`config.mk`:
```
export PLATFORM = sky130hd
export DESIGN_NAME = prbs_engine_flat
export DESIGN_NICKNAME = d
export VERILOG_FILES = /design/src/rtl/prbs_pkg.sv /design/src/rtl/prbs_if.sv /design/src/rtl/prbs_advance.sv /design/src/rtl/prbs_engine.sv /design/src/flat_wrapper.sv
export SDC_FILE = /design/constraint.sdc
export NUM_CORES = 1
export LEC_CHECK = 0
export BUFFER_PORTS_ARGS = -buffer_cell sky130_fd_sc_hd__buf_2
export CAP_MARGIN = 20
export CORE_MARGIN = 3
export CORE_UTILIZATION = 37
export CTS_CLUSTER_DIAMETER = 120
export DETAILED_ROUTE_END_ITERATION = 10
export HOLD_SLACK_MARGIN = 0.06
export PLACE_DENSITY = 0.61
export SYNTH_ARGS = -nofsm -noshare
export SYNTH_HDL_FRONTEND = slang
export SYNTH_HIERARCHICAL = 1
export SYNTH_SLANG_ARGS = --single-unit
```
`constraint.sdc`:
```
create_clock -name clk -period 1.4 [get_ports clk]
set_clock_uncertainty 0.1 [all_clocks]
set_input_delay 0.14 -clock clk [delete_from_list [all_inputs] [get_ports clk]]
set_output_delay 0.14 -clock clk [all_outputs]
set_load 0.03 [all_outputs]
```
`src/rtl/prbs_pkg.sv`:
```
// prbs_pkg -- shared definitions for the PRBS generator/checker slice.
//
// Contents:
//   LEGAL_ORDERS   list of supported PRBS orders (7, 15, 23, 31)
//   tap_of()       PRBS order -> second feedback tap
//   is_legal_order() membership test against LEGAL_ORDERS
//   chk_state_t    checker FSM state (HUNT / LOCKED)
//   SEED_ONES      all-ones seed, sliced to the order in use
package prbs_pkg;

  localparam int NUM_ORDERS = 4;
  localparam int LEGAL_ORDERS [NUM_ORDERS] = '{7, 15, 23, 31};

  // Wide enough for the largest order; users slice [POLY-1:0].
  localparam logic [31:0] SEED_ONES = '1;

  typedef enum logic {
    CHK_HUNT   = 1'b0,
    CHK_LOCKED = 1'b1
  } chk_state_t;

  // Polynomials x^P + x^T + 1; returns T for order P, 0 for an unknown order.
  function automatic int tap_of(input int poly);
    case (poly)
      7:       return 6;
      15:      return 14;
      23:      return 18;
      31:      return 28;
      default: return 0;
    endcase
  endfunction

  function automatic bit is_legal_order(input int poly);
    bit ok;
    ok = 1'b0;
    for (int i = 0; i < NUM_ORDERS; i++) begin
      if (LEGAL_ORDERS[i] == poly) ok = 1'b1;
    end
    return ok;
  endfunction

endpackage

```
`src/rtl/prbs_if.sv`:
```
// prbs_if -- bundle of the generator stream, seed control and checker I/O.
//
// Handshake: a generator beat transfers on a rising clk edge where
// out_valid && out_ready are both 1. out_data must not change while
// out_valid is high and out_ready is low. The checker side has no back
// pressure: every edge with chk_valid=1 consumes one chk_data beat.
//
// Signals (direction as seen by the engine, modport master):
//   seed_load  in   load seed into the generator state
//   seed       in   POLY-bit seed (zero loads all-ones)
//   out_valid  out  generator beat available
//   out_ready  in   consumer accepts the beat
//   out_data   out  W bits, out_data[W-1] is the earliest bit
//   chk_valid  in   checker beat present
//   chk_data   in   W received bits, same bit order as out_data
//   chk_clr    in   clear the error counter
//   chk_locked out  checker in LOCKED
//   chk_err    out  one-cycle pulse after an errored LOCKED beat
//   chk_err_cnt out saturating error bit count
//   chk_state  out  checker FSM state, for observation
interface prbs_if
  import prbs_pkg::*;
#(
  parameter int POLY      = 31,
  parameter int W         = 8,
  parameter int ERR_CNT_W = 16
);
  logic                 seed_load;
  logic [POLY-1:0]      seed;
  logic                 out_valid;
  logic                 out_ready;
  logic [W-1:0]         out_data;
  logic                 chk_valid;
  logic [W-1:0]         chk_data;
  logic                 chk_clr;
  logic                 chk_locked;
  logic                 chk_err;
  logic [ERR_CNT_W-1:0] chk_err_cnt;
  chk_state_t           chk_state;

  modport master (
    input  seed_load, seed, out_ready, chk_valid, chk_data, chk_clr,
    output out_valid, out_data, chk_locked, chk_err, chk_err_cnt, chk_state
  );

  modport slave (
    output seed_load, seed, out_ready, chk_valid, chk_data, chk_clr,
    input  out_valid, out_data, chk_locked, chk_err, chk_err_cnt, chk_state
  );
endinterface

```
`src/rtl/prbs_advance.sv`:
```
// prbs_advance -- combinational W-step Fibonacci LFSR advance.
//
// One step: new = s[POLY-1] ^ s[TAP-1]; s = {s[POLY-2:0], new}; emit new.
// Ports:
//   state      in   current LFSR state
//   next_state out  state after W steps
//   bits       out  the W emitted bits, bits[W-1] emitted first
module prbs_advance
  import prbs_pkg::*;
#(
  parameter int POLY = 31,
  parameter int W    = 8
) (
  input  logic [POLY-1:0] state,
  output logic [POLY-1:0] next_state,
  output logic [W-1:0]    bits
);

  localparam int TAP = tap_of(POLY);

  logic [POLY-1:0] s_work;
  logic            new_bit;

  always_comb begin
    s_work  = state;
    new_bit = 1'b0;
    bits    = '0;
    for (int i = 0; i < W; i++) begin
      new_bit     = s_work[POLY-1] ^ s_work[TAP-1];
      s_work      = {s_work[POLY-2:0], new_bit};
      bits[W-1-i] = new_bit;
    end
    next_state = s_work;
  end

endmodule

```
`src/rtl/prbs_engine.sv`:
```
// prbs_engine -- PRBS generator with an optional self-synchronising checker.
//
// Build option: define PRBS_CHECKER_EN to compile the checker in. Without
// it the checker status outputs read 0 and the chk_* inputs are ignored.
//
// Ports:
//   clk  in  clock
//   rst  in  synchronous, active-high reset
//   bus  prbs_if.master  seed control, generator stream, checker I/O
//
// Parameters: POLY (7/15/23/31), W (1..32 bits per beat), ERR_CNT_W,
// LOCK_BEATS, UNLOCK_BEATS.
module prbs_engine
  import prbs_pkg::*;
#(
  parameter int POLY         = 31,
  parameter int W            = 8,
  parameter int ERR_CNT_W    = 16,
  parameter int LOCK_BEATS   = 4,
  parameter int UNLOCK_BEATS = 4
) (
  input  logic    clk,
  input  logic    rst,
  prbs_if.master  bus
);

  if (!is_legal_order(POLY)) begin : g_bad_poly
    $error("prbs_engine: unsupported POLY order");
  end

  // ---------------------------------------------------------------------
  // Generator
  // ---------------------------------------------------------------------
  logic [POLY-1:0] gen_state;
  logic [POLY-1:0] gen_next;
  logic [W-1:0]    gen_bits;
  logic            out_valid_q;
  logic            gen_fire;

  prbs_advance #(
    .POLY (POLY),
    .W    (W)
  ) u_advance (
    .state      (gen_state),
    .next_state (gen_next),
    .bits       (gen_bits)
  );

  assign gen_fire = out_valid_q && bus.out_ready;

  always_ff @(posedge clk) begin
    if (rst) begin
      gen_state   <= SEED_ONES[POLY-1:0];
      out_valid_q <= 1'b0;
    end else begin
      out_valid_q <= 1'b1;
      // A seed load beats a same-cycle handshake; zero would lock the LFSR.
      if (bus.seed_load) begin
        gen_state <= (bus.seed == '0) ? SEED_ONES[POLY-1:0] : bus.seed;
      end else if (gen_fire) begin
        gen_state <= gen_next;
      end
    end
  end

  // out_data is a function of the state register only, so it is stable
  // for as long as the state is not advanced.
  assign bus.out_valid = out_valid_q;
  assign bus.out_data  = gen_bits;

`ifdef PRBS_CHECKER_EN
  // ---------------------------------------------------------------------
  // Checker
  // ---------------------------------------------------------------------
  localparam int TAP    = tap_of(POLY);
  localparam int FILL_W = $clog2(POLY + W + 1);
  localparam int LCNT_W = (LOCK_BEATS > 1) ? $clog2(LOCK_BEATS + 1) : 1;
  localparam int UCNT_W = (UNLOCK_BEATS > 1) ? $clog2(UNLOCK_BEATS + 1) : 1;
  localparam int POP_W  = $clog2(W + 1);
  localparam int SUM_W  = ((ERR_CNT_W > POP_W) ? ERR_CNT_W : POP_W) + 1;

  chk_state_t           chk_state;
  logic [POLY-1:0]      hist;        // hist[0] is the oldest received bit
  logic [POLY-1:0]      hist_next;
  logic [FILL_W-1:0]    fill_cnt;
  logic                 filled;
  logic [LCNT_W-1:0]    lock_cnt;
  logic [UCNT_W-1:0]    unlock_cnt;
  logic                 chk_locked_q;
  logic                 chk_err_q;
  logic [ERR_CNT_W-1:0] err_cnt;
  logic [POLY+W-1:0]    seq;
  logic [W-1:0]         err_bits;
  logic [POP_W-1:0]     err_pop;
  logic                 err_any;
  logic [SUM_W-1:0]     err_sum;
  logic                 beat_live;

  assign filled    = (fill_cnt >= FILL_W'(POLY));
  assign beat_live = bus.chk_valid && filled;

  // seq lays the history and the new beat out in arrival order, so the
  // bit received POLY (or TAP) positions earlier is a fixed index away.
  always_comb begin
    seq       = '0;
    err_bits  = '0;
    err_pop   = '0;
    hist_next = '0;
    err_any   = 1'b0;
    err_sum   = '0;
    seq[POLY-1:0] = hist;
    for (int i = 0; i < W; i++) begin
      seq[POLY+i] = bus.chk_data[W-1-i];
    end
    for (int i = 0; i < W; i++) begin
      err_bits[i] = seq[POLY+i] ^ seq[i] ^ seq[POLY+i-TAP];
      err_pop     = err_pop + POP_W'(err_bits[i]);
    end
    hist_next = seq[W +: POLY];
    err_any   = |err_bits;
    err_sum   = SUM_W'(err_cnt) + SUM_W'(err_pop);
  end

  always_ff @(posedge clk) begin
    if (rst) begin
      chk_state    <= CHK_HUNT;
      hist         <= '0;
      fill_cnt     <= '0;
      lock_cnt     <= '0;
      unlock_cnt   <= '0;
      chk_locked_q <= 1'b0;
      chk_err_q    <= 1'b0;
      err_cnt      <= '0;
    end else begin
      chk_err_q <= 1'b0;

      if (bus.chk_valid) begin
        hist <= hist_next;
        if (!filled) fill_cnt <= fill_cnt + FILL_W'(W);
      end

      if (beat_live) begin
        case (chk_state)
          CHK_HUNT: begin
            if (err_any) begin
              lock_cnt <= '0;
            end else if (lock_cnt == LCNT_W'(LOCK_BEATS - 1)) begin
              chk_state    <= CHK_LOCKED;
              chk_locked_q <= 1'b1;
              lock_cnt     <= '0;
              unlock_cnt   <= '0;
            end else begin
              lock_cnt <= lock_cnt + LCNT_W'(1);
            end
          end
          CHK_LOCKED: begin
            chk_err_q <= err_any;
            if (!err_any) begin
              unlock_cnt <= '0;
            end else if (unlock_cnt == UCNT_W'(UNLOCK_BEATS - 1)) begin
              chk_state    <= CHK_HUNT;
              chk_locked_q <= 1'b0;
              unlock_cnt   <= '0;
              lock_cnt     <= '0;
            end else begin
              unlock_cnt <= unlock_cnt + UCNT_W'(1);
            end
          end
          default: begin
            chk_state    <= CHK_HUNT;
            chk_locked_q <= 1'b0;
          end
        endcase
      end

      // Clear wins over a same-cycle increment; counting only while locked.
      if (bus.chk_clr) begin
        err_cnt <= '0;
      end else if (beat_live && chk_state == CHK_LOCKED) begin
        if (err_sum > SUM_W'({ERR_CNT_W{1'b1}})) err_cnt <= '1;
        else                                     err_cnt <= err_sum[ERR_CNT_W-1:0];
      end
    end
  end

  assign bus.chk_locked  = chk_locked_q;
  assign bus.chk_err     = chk_err_q;
  assign bus.chk_err_cnt = err_cnt;
  assign bus.chk_state   = chk_state;
`else
  logic unused_chk;
  assign unused_chk      = ^{bus.chk_valid, bus.chk_data, bus.chk_clr};
  assign bus.chk_locked  = 1'b0;
  assign bus.chk_err     = 1'b0;
  assign bus.chk_err_cnt = '0;
  assign bus.chk_state   = CHK_HUNT;
`endif

endmodule

```
`src/flat_wrapper.sv`:
```
// flat-port wrapper written by rule: the top's interface ports become plain ports
module prbs_engine_flat import prbs_pkg::*;
#(
  parameter int POLY         = 31,
  parameter int W            = 8,
  parameter int ERR_CNT_W    = 16,
  parameter int LOCK_BEATS   = 4,
  parameter int UNLOCK_BEATS = 4
)
  (clk, rst, bus_seed_load, bus_seed, bus_out_ready, bus_chk_valid, bus_chk_data, bus_chk_clr, bus_out_valid, bus_out_data, bus_chk_locked, bus_chk_err, bus_chk_err_cnt, bus_chk_state);
  prbs_if #(.POLY(POLY), .W(W), .ERR_CNT_W(ERR_CNT_W)) bus_i ();
  input  logic clk;
  input  logic rst;
  input wire logic [$bits(bus_i.seed_load)-1:0] bus_seed_load;
  input wire logic [$bits(bus_i.seed)-1:0] bus_seed;
  input wire logic [$bits(bus_i.out_ready)-1:0] bus_out_ready;
  input wire logic [$bits(bus_i.chk_valid)-1:0] bus_chk_valid;
  input wire logic [$bits(bus_i.chk_data)-1:0] bus_chk_data;
  input wire logic [$bits(bus_i.chk_clr)-1:0] bus_chk_clr;
  output wire logic [$bits(bus_i.out_valid)-1:0] bus_out_valid;
  output wire logic [$bits(bus_i.out_data)-1:0] bus_out_data;
  output wire logic [$bits(bus_i.chk_locked)-1:0] bus_chk_locked;
  output wire logic [$bits(bus_i.chk_err)-1:0] bus_chk_err;
  output wire logic [$bits(bus_i.chk_err_cnt)-1:0] bus_chk_err_cnt;
  output wire logic [$bits(bus_i.chk_state)-1:0] bus_chk_state;
  assign bus_i.seed_load = bus_seed_load;
  assign bus_i.seed = bus_seed;
  assign bus_i.out_ready = bus_out_ready;
  assign bus_i.chk_valid = bus_chk_valid;
  assign bus_i.chk_data = bus_chk_data;
  assign bus_i.chk_clr = bus_chk_clr;
  assign bus_out_valid = bus_i.out_valid;
  assign bus_out_data = bus_i.out_data;
  assign bus_chk_locked = bus_i.chk_locked;
  assign bus_chk_err = bus_i.chk_err;
  assign bus_chk_err_cnt = bus_i.chk_err_cnt;
  assign bus_chk_state = bus_i.chk_state;
  prbs_engine #(.POLY(POLY), .W(W), .ERR_CNT_W(ERR_CNT_W), .LOCK_BEATS(LOCK_BEATS), .UNLOCK_BEATS(UNLOCK_BEATS)) u_core (.clk(clk), .rst(rst), .bus(bus_i));
endmodule
```
==> impl_metrics.json, run 1 <==
{
  "irDropWorstVdd_mv": 0.579,
  "synth_area_leaders": "dfxtp_1 28%, buf_4 17%, a22oi_2 16%",
  "overflow": 0,
  "start_kind": "input pin",
  "crit_end": "u_core/gen_state[25]",
  "ys_seq_elements": 32,
  "gp_congestion": 0.739,
  "p_leak_nw": 0.995,
  "instances_no_fill": 345,
  "wire_per_inst_um": 15.1,
  "worstReg2RegStart": "u_core/bus.out_valid",
  "required_ps": 1510,
  "cts_tree": "done",
  "boundaryPins": 73,
  "fp.dieW_um": 84.5,
  "cp-end-kind": "flip-flop",
  "initial_utilization_pct": 39.7,
  "finalWirelength_um": 5210,
  "hold_ws_ps": 67.2,
  "max_freq_mhz": 722,
  "drt_iter0_drc": 200,
  "reg2regPathDepth": 4,
  "drive_gt1_share_pct": 46.5,
  "clk_latency_ps": 290,
  "r2r-end": "u_core/gen_state[10]",
  "fp.coreArea_um2": 5740,
  "via_count": 1804,
  "synth_cells": 252,
  "grt_pass1_wl_um": 8490,
  "clk_path_buf_depth": 2,
  "fill_cells": 547,
  "setup_viol": 0,
  "avgSynthCellArea_um2": 9.04,
  "maxCapViolations": 0,
  "row_count": 27,
  "async_flop_share_pct": 0,
  "nets": 317,
  "ys_warn_count": 6,
  "critPathLaunch": "bus_seed[21]",
  "firstDrtPassIters": 4,
  "port_buffers": 43,
  "hpwl_um": 3650,
  "insertedDiodeCount": 0,
  "crit_type": "input pin to flip-flop",
  "status": "completed",
  "antenna_found_initial": 0,
  "synthToLayoutAreaGrowth_pct": 14.9,
  "cp.arrival_ps": 1490,
  "hp-class": "input pin to flip-flop",
  "placedCellCount": 336,
  "die-height_um": 84.5,
  "grt_max_degree": 64,
  "ys_seq_area_share_pct": 28.1,
  "drv_slew": 0,
  "grt_usage_pct": 14.6,
  "cts_root_buf": "clkbuf_8",
  "post-route-period-util_pct": 98.9,
  "cts_buffers": 5,
  "antenna_left": 0,
  "grt_setup_unrepaired": "no",
  "netlist_area_um2": 2280,
  "htreeDepth": 2,
  "grt_pass1_vias": 1749,
  "power_mw": 2.71,
  "dieArea_um2": 7140,
  "hold_viol": 0,
  "finalCriticalPeriod_ps": 1380,
  "synthFlopType": "dfxtp_1",
  "cts.sinks": 32,
  "yosysTopAreaCell": "dfxtp_1",
  "synth_most_common_cell": "buf_4",
  "cellPowerDensity_nw_per_um2": 1030,
  "reg2reg_slack_ps": 150,
  "ys_types": 20,
  "yosys-top-cells-count": "51 x buf_4, 32 x a21oi_1, 32 x dfxtp_1",
  "synth_edf_count": 0,
  "via_per_inst": 5.23,
  "cp_max_fo": 31,
  "synth_top_area_share_pct": 28.1,
  "drc_errors": 0,
  "clk_pin_slew_ps": 70
}
metrics by stage:
step / util (%) / setup TNS (ps) / setup WS (ps) / cell area (um^2)
after detailed placement: 42.9 / -10630 / -364 / 2470
after CTS: 45.4 / 0 / 3.11 / 2610
after floorplan: - / -2350 / -78.2 / 2400
final: 45.6 / 0 / 15.3 / 2620
after global placement: 42.9 / -10060 / -334 / 2470
after global routing: 45.6 / 0 / 1.86 / 2620
worst min-delay path by stage:
stage / cells after the start / end / start / slack [ps]
floorplan: 2 / u_core/gen_state[0] / bus_seed[0] / 210
global placement: 3 / u_core/gen_state[15] / bus_seed[15] / 350
detailed placement: 3 / u_core/gen_state[15] / bus_seed[15] / 350
CTS: 3 / u_core/gen_state[19] / bus_seed[19] / 60
global route: 3 / u_core/gen_state[26] / bus_seed[26] / 70
finish: 3 / u_core/gen_state[19] / bus_seed[19] / 70
worst max-delay path, cell delays in order:
cell and delay (ps):
buf_6 90, or4_4 530, nor4_4 210, nand4_4 140
buf_12 210, a22oi_2 160
placed cells by master (no fill, tap or decap), types with 3 or more instances in the layout:
cell type / netlist / final
buf_2: 0 / 41
a21oi_1: 32 / 31
nor3b_1: 31 / 31
a22oi_2: 30 / 31
o21ai_0: 26 / 26
dfxtp_1: 32 / 26
buf_4: 51 / 20
conb_1: 1 / 19
xor2_2: 0 / 8
dfxtp_2: 0 / 6
clkbuf_8: 0 / 5
o21ai_1: 5 / 5
buf_12: 0 / 5
nor4_1: 4 / 3
nor4_4: 3 / 3
metal layers:
layer,vias up,track usage (%),share of wire (%)
met4,0,5.76,2.5
met3,11,4.32,7.0
li1,876,-,-
met5,-,0,0
met1,847,19.8,44
met2,70,22.0,46
cell families (layout without fill, tap and decap cells):
logic type / Yosys count / count (layout) / share of synthesized area [%]
flip-flops: 32 / 32 / 28.1
AND/OR/NAND/NOR: 41 / 41 / 15.9
buffers and inverters: 75 / 78 / 21.7
other: 1 / 19 / 0.165
XOR/XNOR: 8 / 8 / 3.08
AO/OA/AOI/OAI: 95 / 95 / 31.0
sequential cells by signal (all words and copies together) (netlist names):
name / count
u_core/gen_state: 31
u_core/bus.out_valid: 1
layout make-up:
type,count,area [um^2],area share (%)
Tap cell,72,90.1,3.44
Sequential cell,32,648,24.7
Clock buffer,6,72.6,2.77
Multi-Input combinational cell,163,1280,49.1
Inverter,1,3.75,0.143
Timing Repair Buffer,69,484,18.5
Clock inverter,2,35.0,1.34
where the power goes:
group | internal (mW) | total, mW | switching, mW
sequential | 1.01 | 1.09 | 0.0782
clock | 0.528 | 0.874 | 0.346
combinational | 0.304 | 0.749 | 0.445
timing repair:
item                                    in CTS  in global routing
resized for setup                            6                  5
endpoints found under the setup margin      34                  6
cloned                                       0                  0
hold buffers                                 1                  0
setup buffers                                0                  0
endpoints found under the hold margin        1                  0
No activity file was read; power rests on OpenSTA's default activity.
==> run 2: changes to the inputs <==
- PLACE_DENSITY: 0.61 -> 0.7
- clock period: 1.4 -> 1.79 ns (I/O delays scaled with it)
==> impl_metrics.json, run 2 (synthesis gave the netlist of run 1 again) <==
{
  "status": "completed",
  "nets": 299,
  "cp-end-kind": "output port",
  "worstReg2RegStart": "u_core/bus.out_valid",
  "comb_power_share_pct": 27.3,
  "boundaryPins": 73,
  "cellPowerDensity_nw_per_um2": 835,
  "htreeDepth": 2,
  "irDropWorstVdd_mv": 0.427,
  "finalCriticalPeriod_ps": 1520,
  "firstDrtPassIters": 4,
  "hp-class": "input pin to flip-flop",
  "insertedDiodeCount": 0,
  "cp_max_fo": 3,
  "drive_gt1_share_pct": 37.0,
  "clk_path_buf_depth": 2,
  "die-height_um": 84.5,
  "largest_register": "u_core/gen_state",
  "via_count": 1751,
  "grt_use_met3_pct": 4.71,
  "seq_power_share_pct": 42.3,
  "initial_utilization_pct": 39.7,
  "grt_max_degree": 49,
  "cts_root_buf": "clkbuf_8",
  "grt_pass1_vias": 1643,
  "largest_reg_flops": 31,
  "cp.arrival_ps": 1240,
  "fp.dieW_um": 84.5,
  "grt_use_met1_pct": 20.7,
  "required_ps": 1510,
  "maxCapViolations": 0,
  "drv_slew": 0,
  "post-route-period-util_pct": 85.0,
  "dieArea_um2": 7140,
  "r2r-end": "u_core/gen_state[27]",
  "synthToLayoutAreaGrowth_pct": 4.01,
  "use_met2_pct": 21.4,
  "gp_congestion": 0.780,
  "p_leak_nw": 0.881,
  "fp.coreArea_um2": 5740,
  "cts_buffers": 5,
  "antenna_found_initial": 0,
  "antenna_left": 0,
  "reg2regPathDepth": 4,
  "wire_per_inst_um": 16.1,
  "reg2reg_slack_ps": 510,
  "hold_viol": 0,
  "hp-start": "bus_seed[12]",
  "hpwl_um": 3800,
  "p_int_mw": 1.32,
  "cts_tree": "done",
  "row_count": 27,
  "min_path_cells": 3,
  "finalWirelength_um": 5240,
  "setup_viol": 0,
  "crit_type": "flip-flop to output port",
  "clk_latency_ps": 290,
  "power_mw": 1.98,
  "tns_ps": 0,
  "holdBufCountCts": 0,
  "layout_commonest_cell": "buf_2",
  "grt_setup_unrepaired": "no",
  "start_kind": "flip-flop",
  "clockPowerShare_pct": 30.4,
  "drc_errors": 0,
  "busiest_layer": "met2",
  "clk_pin_slew_ps": 70,
  "p_switching_mw": 0.655,
  "via_per_inst": 5.37,
  "cts.repair.resized": 0,
  "drt_iter0_drc": 178,
  "cts.sinks": 32,
  "swShare_pct": 33.1,
  "port_buffers": 43,
  "max_freq_mhz": 657,
  "cts_setup_buffers": 0,
  "min_to": "u_core/gen_state[12]",
  "overflow": 0,
  "grt_usage_pct": 14.8,
  "layout_common_cells": "43 x buf_2, 32 x dfxtp_1, 31 x a21oi_1, 31 x nor3b_1, 30 x a22oi_2",
  "grt_pass1_wl_um": 8370
}
==> run 2: cell types whose count changed in the layout (fill, tap and decap cells not counted), sizes merged <==
cell and delta:
buf -16, bufinv -1, clkinv -1, dlygate4sd3 -1
==> run 2: metal layers <==
layer / wire (um) / share of wire (%) / vias up
li1: - / - / 846
met1: 2390 / 46 / 828
met2: 2380 / 45 / 70
met3: 378 / 7.2 / 7
met4: 87 / 1.7 / 0
met5: 0 / 0 / -
==> run 2: final cells by class <==
cell class	instances	area, um^2
fill	569	3370
multi-input combinational	163	1210
clock buffer	7	96.3
tap	72	90.1
timing repair buffer	51	325
inverter	1	3.75
sequential	32	641
==> run 2: worst max-delay path by stage <==
stage,from,end,slack [ps],cells after the start
after floorplan,u_core/gen_state[23],u_core/gen_state[3],260,4
after global placement,bus_seed[21],u_core/gen_state[24],80,6
after detailed placement,bus_seed[21],u_core/gen_state[24],40,6
after CTS,u_core/gen_state[23],bus_out_data[0],260,2
after global routing,u_core/gen_state[23],bus_out_data[0],220,2
final,u_core/gen_state[23],bus_out_data[0],270,2
==> run 2: through the flow <==
stage | std cells | instance area (um^2) | utilization [%] | hold WS (ps) | worst slack (ps)
floorplan | 270 | 2350 | - | 249 | 261
global placement | 319 | 2270 | 39.6 | 358 | 78.4
detailed placement | 319 | 2270 | 39.6 | 361 | 40.8
CTS | 326 | 2370 | 41.3 | 64.0 | 258
global route | 326 | 2370 | 41.3 | 79.4 | 215
finish | 326 | 2370 | 41.3 | 66.1 | 268
==> run 2: critical path: stages (launching register included) <==
cell,delay (ps)
dfxtp_1,410
xor2_1,290
buf_2,260
==> run 2: power groups by stage <==
stage	Clock (mW)	Sequential [mW]	Combinational (mW)
global placement	0	0.848	0.531
detailed placement	0	0.851	0.540
global route	0.644	0.843	0.585
CTS	0.612	0.835	0.542
finish	0.602	0.836	0.540
floorplan	0	0.840	0.529
==> run 3: changes to the inputs <==
- ABC_AREA: unset -> 1
- PLACE_DENSITY: 0.7 -> 0.69
- REMOVE_ABC_BUFFERS: unset -> 1
==> impl_metrics.json, run 3 <==
{
  "grt_usage_pct": 15.1,
  "grt_pass1_vias": 2129,
  "boundaryPins": 73,
  "overflow": 0,
  "largest_reg_flops": 31,
  "drv_slew": 0,
  "yosysTopAreaCell": "dfxtp_1",
  "wire_per_inst_um": 10.2,
  "synth_area_leaders": "dfxtp_1 26%, nand2_1 24%, nor2_1 17%",
  "cp_slowest_cell": "dfxtp_1",
  "die-height_um": 88.1,
  "swShare_pct": 35.8,
  "max_freq_mhz": 735,
  "cts.repair.resized": 0,
  "busiest_layer": "met2",
  "setup_viol": 0,
  "synth_cells": 454,
  "synthToLayoutAreaGrowth_pct": 2.46,
  "port_buffers": 43,
  "grt_pass1_wl_um": 9170,
  "hold_viol": 0,
  "cp.arrival_ps": 1080,
  "p_leak_nw": 1.56,
  "synthFlopType": "dfxtp_1",
  "ys_warn_count": 6,
  "drt_iter0_drc": 121,
  "hp-class": "input pin to flip-flop",
  "crit_type": "flip-flop to output port",
  "layout_commonest_cell": "nand2_1",
  "holdBufCountCts": 0,
  "maxCapViolations": 0,
  "post-route-util_pct": 39.7,
  "worst_slack_ps": 429,
  "synth_top_area_share_pct": 25.7,
  "required_ps": 1510,
  "clockPowerShare_pct": 29.9,
  "hpwl_um": 3960,
  "initial_utilization_pct": 38.8,
  "placedCellCount": 527,
  "dieArea_um2": 7750,
  "cts_setup_buffers": 0,
  "fp.coreArea_um2": 6420,
  "slowest_delay_ps": 410,
  "synth_most_common_cell": "nand2_1",
  "p_int_mw": 1.21,
  "crit_top_cell": "nand2_1",
  "nets": 502,
  "cp-end-kind": "output port",
  "fill_cells": 729,
  "grt_use_met1_pct": 17.4,
  "cts.sinks": 32,
  "cellPowerDensity_nw_per_um2": 740,
  "comb_power_share_pct": 27.1,
  "use_met2_pct": 26.0,
  "insertedDiodeCount": 0,
  "avgSynthCellArea_um2": 5.49,
  "hold_ws_ps": 91.4,
  "ys_seq_elements": 32,
  "dp_slack_ps": 315,
  "finalWirelength_um": 5460,
  "firstDrtPassIters": 6,
  "ys_seq_area_share_pct": 25.7,
  "layout_common_cells": "159 x nand2_1, 112 x nor2_1, 44 x inv_1",
  "seq_power_share_pct": 43.0,
  "drive_gt1_share_pct": 13.3,
  "start_kind": "flip-flop",
  "synth_edf_count": 0,
  "fp.dieW_um": 88.1,
  "via_per_inst": 4.39,
  "clk_path_buf_depth": 2,
  "instances_no_fill": 535,
  "status": "completed",
  "tns_ps": 0,
  "via_count": 2347,
  "drc_errors": 0,
  "grt_use_met3_pct": 4.89,
  "yosys-top-cells-count": "159 x nand2_1, 112 x nor2_1, 51 x buf_4",
  "htreeDepth": 2,
  "crit_chain": "inv_1 -> nand2_1 -> nand2_1 -> buf_2",
  "clk_pin_slew_ps": 70,
  "antenna_found_initial": 0,
  "grt_max_degree": 33,
  "row_count": 29,
  "p_switching_mw": 0.677,
  "cts_tree": "done",
  "cts_root_buf": "clkbuf_8",
  "async_flop_share_pct": 0,
  "clk_latency_ps": 290,
  "cts_buffers": 5,
  "ys_types": 14,
  "finalCriticalPeriod_ps": 1360,
  "grt_setup_unrepaired": "no",
  "gp_congestion": 0.822,
  "antenna_left": 0,
  "cp_max_fo": 4,
  "largest_register": "u_core/gen_state",
  "post-route-period-util_pct": 76.0,
  "netlist_area_um2": 2490,
  "irDropWorstVdd_mv": 0.282
}
## run 3: area by class of cell
type / count / area [um^2] / share of cell area (%)
well taps: 77 / 96.3 / 3.77
repair buffers: 50 / 305 / 12.0
flip-flops and latches: 32 / 641 / 25.1
multi-input cells: 322 / 1250 / 49.0
clock inverters: 3 / 18.8 / 0.735
clock buffers: 5 / 68.8 / 2.70
inverters: 46 / 173 / 6.76
## run 3: through the flow
step	total power, mW	cell area [um^2]
2_1_floorplan	1.18	2060
3_3_place_gp	1.33	2460
3_5_place_dp	1.34	2460
4_1_cts	1.90	2550
5_1_grt	2.03	2550
6_report	1.89	2550
## run 3: worst paths after layout
kind                              from              endpoint  slack (ps)  cells after the start
setup reg to reg  u_core/bus.out_valid  u_core/gen_state[21]         440                      7
hold / removal            bus_seed[15]  u_core/gen_state[15]          90                      5
setup / recovery  u_core/gen_state[20]       bus_out_data[0]         430                      4
hold reg to reg   u_core/gen_state[19]  u_core/gen_state[19]         430                      4
## run 3: logic make-up after synthesis
| family | share of synthesized area [%] |
|---|---|
| and+or+nand+nor | 41.1 |
| buffers and inverters | 26.8 |
| DFF | 25.7 |
| AOI/OAI and AO/OA | 6.23 |
| other | 0.151 |
## run 3: power groups by stage
| stage | combinational, mW | clock (mW) | sequential (mW) |
|---|---|---|---|
| after global routing | 0.593 | 0.612 | 0.821 |
| after CTS | 0.517 | 0.574 | 0.812 |
| after global placement | 0.506 | 0 | 0.825 |
| after detailed placement | 0.514 | 0 | 0.828 |
| final | 0.513 | 0.565 | 0.812 |
| after floorplan | 0.355 | 0 | 0.821 |
## run 3: critical path, delay by kind of cell, from the launching register on
family                 cells  cell delay, ps
buffers and inverters      2             250
DFF                        1             410
and+or+nand+nor            2             130
## run 3: per-layer routing
metal	vias to the layer above	wire length, um
met2	43	2600
li1	1266	-
met1	1030	2460
met5	-	0
met3	8	292
met4	0	106
